`src/rtl/fixed_point_exp_input_stream.sv`:
```
// fixed_point_exp_input_stream: streams max_input - x_i for CHANNELS fixed-point inputs, LANES per valid/ready beat; define EXP_IN_SAT_EN to saturate instead of wrap
module fixed_point_exp_input_stream #(
    parameter int DATA_WIDTH = 32,
    parameter int INTEGER    = 16,
    parameter int FRACTION   = 16,
    parameter int CHANNELS   = 10,
    parameter int LANES      = 4
) (
    input  logic                         clk,
    input  logic                         reset,
    input  logic                         softmax_enable,
    input  logic [CHANNELS*DATA_WIDTH-1:0] in_vec,
    input  logic [DATA_WIDTH-1:0]        max_input,
    output logic [LANES*DATA_WIDTH-1:0]  out_data,
    output logic [LANES-1:0]             out_lane_mask,
    output logic                         out_valid,
    input  logic                         out_ready,
    output logic                         out_last,
    output logic                         busy,
    output logic                         done
);
    localparam int DW    = DATA_WIDTH;
    localparam int BEATS = (CHANNELS + LANES - 1) / LANES;
    localparam int BW    = BEATS > 1 ? $clog2(BEATS) : 1;
    if (INTEGER + FRACTION != DATA_WIDTH) begin : g_bad_format
        $error("INTEGER + FRACTION must equal DATA_WIDTH");
    end
    typedef enum logic [1:0] {IDLE, FILL, SEND} state_t;
    state_t                  state, state_n;
    logic [BW-1:0]           beat, beat_n;
    logic [CHANNELS*DW-1:0]  cap_vec;
    logic [DW-1:0]           cap_max;
    logic [BEATS*LANES*DW-1:0] pad_data;
    logic [BEATS*LANES-1:0]  pad_mask;
    logic                    capture, load, valid_n, done_n, fire, last_beat;
    genvar i;
    for (i = 0; i < BEATS * LANES; i++) begin : g_lane
        if (i < CHANNELS) begin : g_real
            logic [DW-1:0] x;
            assign x = cap_vec[i*DW +: DW];
`ifdef EXP_IN_SAT_EN
            logic [DW:0] w;
            assign w = {cap_max[DW-1], cap_max} - {x[DW-1], x};
            assign pad_data[i*DW +: DW] = (w[DW] != w[DW-1]) ? {w[DW], {(DW-1){~w[DW]}}} : w[DW-1:0];
`else
            assign pad_data[i*DW +: DW] = cap_max - x;
`endif
            assign pad_mask[i] = 1'b1;
        end else begin : g_pad
            assign pad_data[i*DW +: DW] = '0;
            assign pad_mask[i] = 1'b0;
        end
    end
    assign fire      = out_valid && out_ready;
    assign last_beat = beat == BW'(BEATS - 1);
    assign busy      = state != IDLE;
    always_comb begin
        state_n = state;
        beat_n  = beat;
        capture = 1'b0;
        load    = 1'b0;
        valid_n = out_valid;
        done_n  = 1'b0;
        case (state)
            IDLE: if (softmax_enable) begin
                capture = 1'b1;
                beat_n  = '0;
                state_n = FILL;
            end
            FILL: begin
                load    = 1'b1;
                valid_n = 1'b1;
                state_n = SEND;
            end
            SEND: if (fire) begin
                if (last_beat) begin
                    valid_n = 1'b0;
                    done_n  = 1'b1;
                    state_n = IDLE;
                end else begin
                    beat_n = beat + 1'b1;
                    load   = 1'b1;
                end
            end
            default: state_n = IDLE;
        endcase
    end
    always_ff @(posedge clk) begin
        if (reset) begin
            state         <= IDLE;
            beat          <= '0;
            cap_vec       <= '0;
            cap_max       <= '0;
            out_data      <= '0;
            out_lane_mask <= '0;
            out_valid     <= 1'b0;
            out_last      <= 1'b0;
            done          <= 1'b0;
        end else begin
            state     <= state_n;
            beat      <= beat_n;
            out_valid <= valid_n;
            done      <= done_n;
            if (capture) begin
                cap_vec <= in_vec;
                cap_max <= max_input;
            end
            if (load) begin
                out_data      <= pad_data[beat_n*LANES*DW +: LANES*DW];
                out_lane_mask <= pad_mask[beat_n*LANES +: LANES];
                out_last      <= beat_n == BW'(BEATS - 1);
            end
        end
    end
endmodule
```
`config.mk`:
```
export PLATFORM = sky130hd
export DESIGN_NAME = fixed_point_exp_input_stream
export DESIGN_NICKNAME = d
export VERILOG_FILES = /design/src/rtl/fixed_point_exp_input_stream.sv
export SDC_FILE = /design/constraint.sdc
export NUM_CORES = 2
export LEC_CHECK = 0
export CAP_MARGIN = 20
export CORE_MARGIN = 10
export CORE_UTILIZATION = 62
export CTS_BUF_LIST = sky130_fd_sc_hd__clkbuf_8
export DETAILED_ROUTE_END_ITERATION = 8
export HOLD_SLACK_MARGIN = 0.06
export PLACE_DENSITY_LB_ADDON = 0.05
export SYNTH_ARGS = -nofsm -noshare
export SYNTH_HDL_FRONTEND = slang
export SYNTH_SLANG_ARGS = --single-unit
```
`constraint.sdc`:
```
create_clock -name clk -period 8 [get_ports clk]
set_input_delay 1.6 -clock clk [delete_from_list [all_inputs] [get_ports clk]]
set_output_delay 1.6 -clock clk [all_outputs]
set_load 0.05 [all_outputs]
```
* Word-level counts from Yosys, hierarchy flattened *
Index checks and enable logic that the tools add are counted.

storage, ports and cells
  input port bits = 356
  memory bits (writable) = 0
  bits in registers = 491
  word-level logic and storage cells = 55
  bits in latches = 0
  memories = 0
  bits in read-only memories = 0
  output and inout bits = 136

operators by class
  muxes and demuxes = 17
  divide/modulo/power cells = 0
  shifts and indexed selects = 2
  eq/ne operators = 7
  multiply operators = 0
  bitwise operators = 2
  order comparisons = 0
  add/sub/neg operators = 11
  reductions and logical operators = 7

operator list
  kind                       count
  $shiftx A384 B10 Y128      1
  $sub A32 B32 Y32           10
  $mux W2                    6
  $shiftx A12 B5 Y4 const A  1
  $mux W1                    7
  $eq A2 B2 Y1 const B       3
  $ne A2 B2 Y1 const B       3
  $pmux W2 S3                1
  $reduce_and A3 Y1          2
  $pmux W1 S2                2
  $pmux W2 S2                1
  $reduce_bool A2 Y1         2
  $reduce_or A3 Y1           1
  $add A2 B1 Y2 const B      1
  $eq A2 B1 Y1 const B       1
  $logic_not A2 Y1           1
  $not A1 Y1                 2
  $logic_and A1 B1 Y1        1

* Depth between registers and ports, before layout *
  depth in word-level cells = 5
  gate-level depth with buffers = 15
  mapped depth without buffers = 15

* Least setup slack after synthesis *
Ideal clock, no wire load.

  path type = input -> register
  start point = input port out_ready
  end point = register out_data[127]
  arrival = 3,468 ps
  buffers on the path = 1
  slack = 4,453 ps
  stages on the path = 11
  library setup time = 79 ps
  path through = nand2_1 > mux2_2 > nand2_1 > and2_1 > clkbuf_1 > nand2_1 > nor2_1 > nand2_1 > nor4_1 > mux2i_1 > o211ai_1

between the ends
  cells in the longest elaborated chain, start to end = 4
  elaborated cells on any way between the ends = 6

RTL lines
  element                RTL line  text
  from (decl)            17        input logic out_ready,
  $logic_and A1 B1 Y1 *  54        assign fire = out_valid && out_ready;
  $mux W2                75        SEND: if (fire) begin
  $pmux W2 S2            64        case (state)
  $shiftx A384 B10 Y128  109       out_data <= pad_data[beat_n*LANES*DW +: LANES*DW];
  to (signal assigned)   109
  to (decl)              14        output logic [LANES*DATA_WIDTH-1:0] out_data,

Every way passes the cells marked *; elsewhere a longest branch is shown, timed or not.
A chain may end at the register's enable or synchronous reset.

* Final worst setup path *
  start point = input port softmax_enable
  end point = register out_data[127]

between the ends
  cells in the longest elaborated chain, start to end = 3

RTL lines
  element                RTL line  text
  from (decl)            11        input logic softmax_enable,
  $mux W2                65        IDLE: if (softmax_enable) begin
  $pmux W2 S2            64
  $shiftx A384 B10 Y128  109

No other way between the ends.

==> metrics.yaml <==
grt_antenna_before_repair: 14
io_pins: 492
async_reset_ff_frac: 0
min_from: "cap_vec[200]"
via_per_inst: 6.09
intPower_uw: 5660
cp.arrival_ns: 5.69
ys_seq_elements: 489
wl_per_cell_um: 20.8
finalCritPeriodShare: 0.636
yosysSeqAreaShare: 0.286
crit_top_cell: "nand2_1"
rsz0062_at_grt: "no"
yosys-top-cells-area: "dfxtp_1, ha_1, nand2_1, a21oi_1, inv_1"
cts_tree: "done"
critical_path_buf_inv_count: 1
clock_path_buffers: 3
clockPowerShare: 0.250
place_area_um2: 39600
setup.worst_path.class: "in2reg"
syn_area_per_cell_um2: 7.31
ff_latch_area_um2: 9790
max_cap_violations: 0
drcViolationCount: 0
grt_max_degree: 183
cts_setup_buffers: 0
area_growth_pct: 20.6
hold_viol_final: 0
r2r-end: "out_data[94]"
synth_edf_count: 0
drive_above_1_share: 0.0439
ys_warn_count: 0
hold_path_class: "reg2reg"
vias: 35702
ir_drop_mv: 0.169
hold_end: "cap_vec[200]"
r2r_start: "cap_max[1]"
slowest_delay_ns: 0.70
powerDensity_nw_per_um2: 231
cts_resized: 0
fin_crit_ns: 5.08
worstMarginPinSlew_ns: 1.11
min_path_cells: 2
regToRegSetupSlack_ns: 3.20
drtPass1Iterations: 6
post-place-ws_ns: 2.25
critical-path-slowest-cell: "and2_1"
switching_power_uw: 3910
path_clk_slew_ns: 0.06
r2r_cells: 13
dieArea_um2: 65100
fillers: 4392
synth.net_count: 5370
fp.dieW_um: 255
overflow: 0
setup_viol: 0
seq_power_share: 0.295
hold_buffers: 0
fin_ws_ns: 2.92
fmax_ghz: 0.197
rows: 86
p_sw_frac: 0.408
post-dp-hpwl_um: 91400
die_y_um: 255
setup_tns_ns: 0
synth_top_cell_by_area: "dfxtp_1"
syn_area_um2: 34300
cp-start-kind: "input port"
netlist.area_leader.share: 0.286
fin_util: 0.753
end_kind: "flop"
coreArea_um2: 54900
final_common_cell: "nand2_1"
path_delay_family: "simple AND/OR/NAND/NOR gates"
nets: 5764
cts_sinks: 489
clock_latency_ns: 0.71
ant_nets: 0
fin_skew_ns: 0.0256
io_buffers: 491
grt_pass1_wl_um: 185000
p_leak_uw: 0.0174
critPathMaxFanout: 86
first_iter_violations: 3284
relSlewSlack: 0.258
synth_cells: 4686
start_util: 0.625
gp_congestion: 1.02
cp_cell_sequence: "clkdlybuf4s50_1 > nand2_4 > nand3_1 > and2_1 > nand2_1 > nor2_1 > nand2_1 > nor4_1 > mux2i_1 > o211ai_1"
synth-main-ff-cell: "dfxtp_1"
grt_use_total: 0.360
postLayoutCellArea_um2: 41300
status: "finished, final reports clean"
p_comb_frac: 0.455
synth_cell_types: 99
root_buffer: "clkbuf_8"
cp.required_ns: 8.60
multiInputGateArea_um2: 22300
htreeDepth: 3
drv_slew: 0
grt_pass1_vias: 33799
cts_buffers: 85
final_cell_mix: "nand2_1, a21oi_1, clkdlybuf4s50_1, dfxtp_1, inv_1"
route.final.wire_length_um: 122000
Yosys cell counts, drive strengths merged, types with 53 or more instances:
master,number
a21o,154
a21oi,663
clkbuf,199
dfxtp,489
ha,318
inv,372
nand2,963
nand2b,56
nand3,66
nor2,232
nor3,53
o21ai,239
xnor2,129
xor2,117
final cells by class:
type | count | area share
well taps | 704 | 0.0213
multi-input cells | 3610 | 0.539
flip-flops and latches | 489 | 0.237
repair buffers | 522 | 0.126
clock inverters | 51 | 0.00763
inverters | 372 | 0.0338
clock buffers | 104 | 0.0346
diodes | 14 | 0.000847
logic make-up (layout without fill, tap and decap cells):
family          Yosys count  count (layout)  share of synthesized area
simple gates           1544            1544                      0.193
compound gates         1479            1479                      0.268
buf+inv                 587            1049                     0.0652
flops                   489             489                      0.286
fa+ha+maj               328             328                      0.122
xor+xnor                246             246                     0.0629
mux                      13              13                    0.00383
other cells               0              14                          0
power groups by stage:
stage / clock, uW / combinational [uW] / sequential (uW)
floorplan: 0 / 2910 / 2970
global placement: 0 / 4200 / 2860
detailed placement: 0 / 4220 / 2870
CTS: 2390 / 4260 / 2820
global route: 2500 / 4720 / 2840
finish: 2390 / 4350 / 2820
metal layers:
layer | global-route usage | vias to the layer above | part of all wire | wire length [um]
li1 | - | 17060 | - | -
met1 | 0.443 | 16593 | 0.39 | 48100
met2 | 0.589 | 1691 | 0.46 | 56000
met3 | 0.0716 | 356 | 0.095 | 11600
met4 | 0.192 | 2 | 0.053 | 6510
met5 | 0 | - | 0.00012 | 15
worst register-to-register path, delay by kind of cell (launching register included):
family	cells	cell delay [ns]
fa+ha+maj	1	0.60
xor+xnor	1	0.16
simple gates	2	0.20
flops	1	0.82
compound gates	8	2.41
buf+inv	1	0.52
registers in the layout (all words and copies together) (netlist names):
register,cells
cap_vec,320
out_data,128
cap_max,32
beat,2
out_lane_mask,2
state,2
done,1
out_last,1
out_valid,1
per-stage QoR:
stage / hold WS (ns) / power, uW / std cells
floorplan: 0.436 / 5880 / 4686
global placement: 0.435 / 7060 / 5697
detailed placement: 0.446 / 7090 / 5697
CTS: 0.454 / 9470 / 5852
global route: 0.467 / 10100 / 5865
finish: 0.452 / 9570 / 5866
worst max path at each step:
stage	endpoint	slack [ns]	start	cells after the start
final	out_data[127]	2.92	softmax_enable	10
after global routing	out_data[127]	2.67	softmax_enable	10
after CTS	out_data[127]	2.96	softmax_enable	10
after detailed placement	out_data[127]	2.25	softmax_enable	10
after global placement	out_data[127]	2.31	softmax_enable	10
after floorplan	out_data[127]	4.45	out_ready	11
Power figures use the tool's default switching activity.
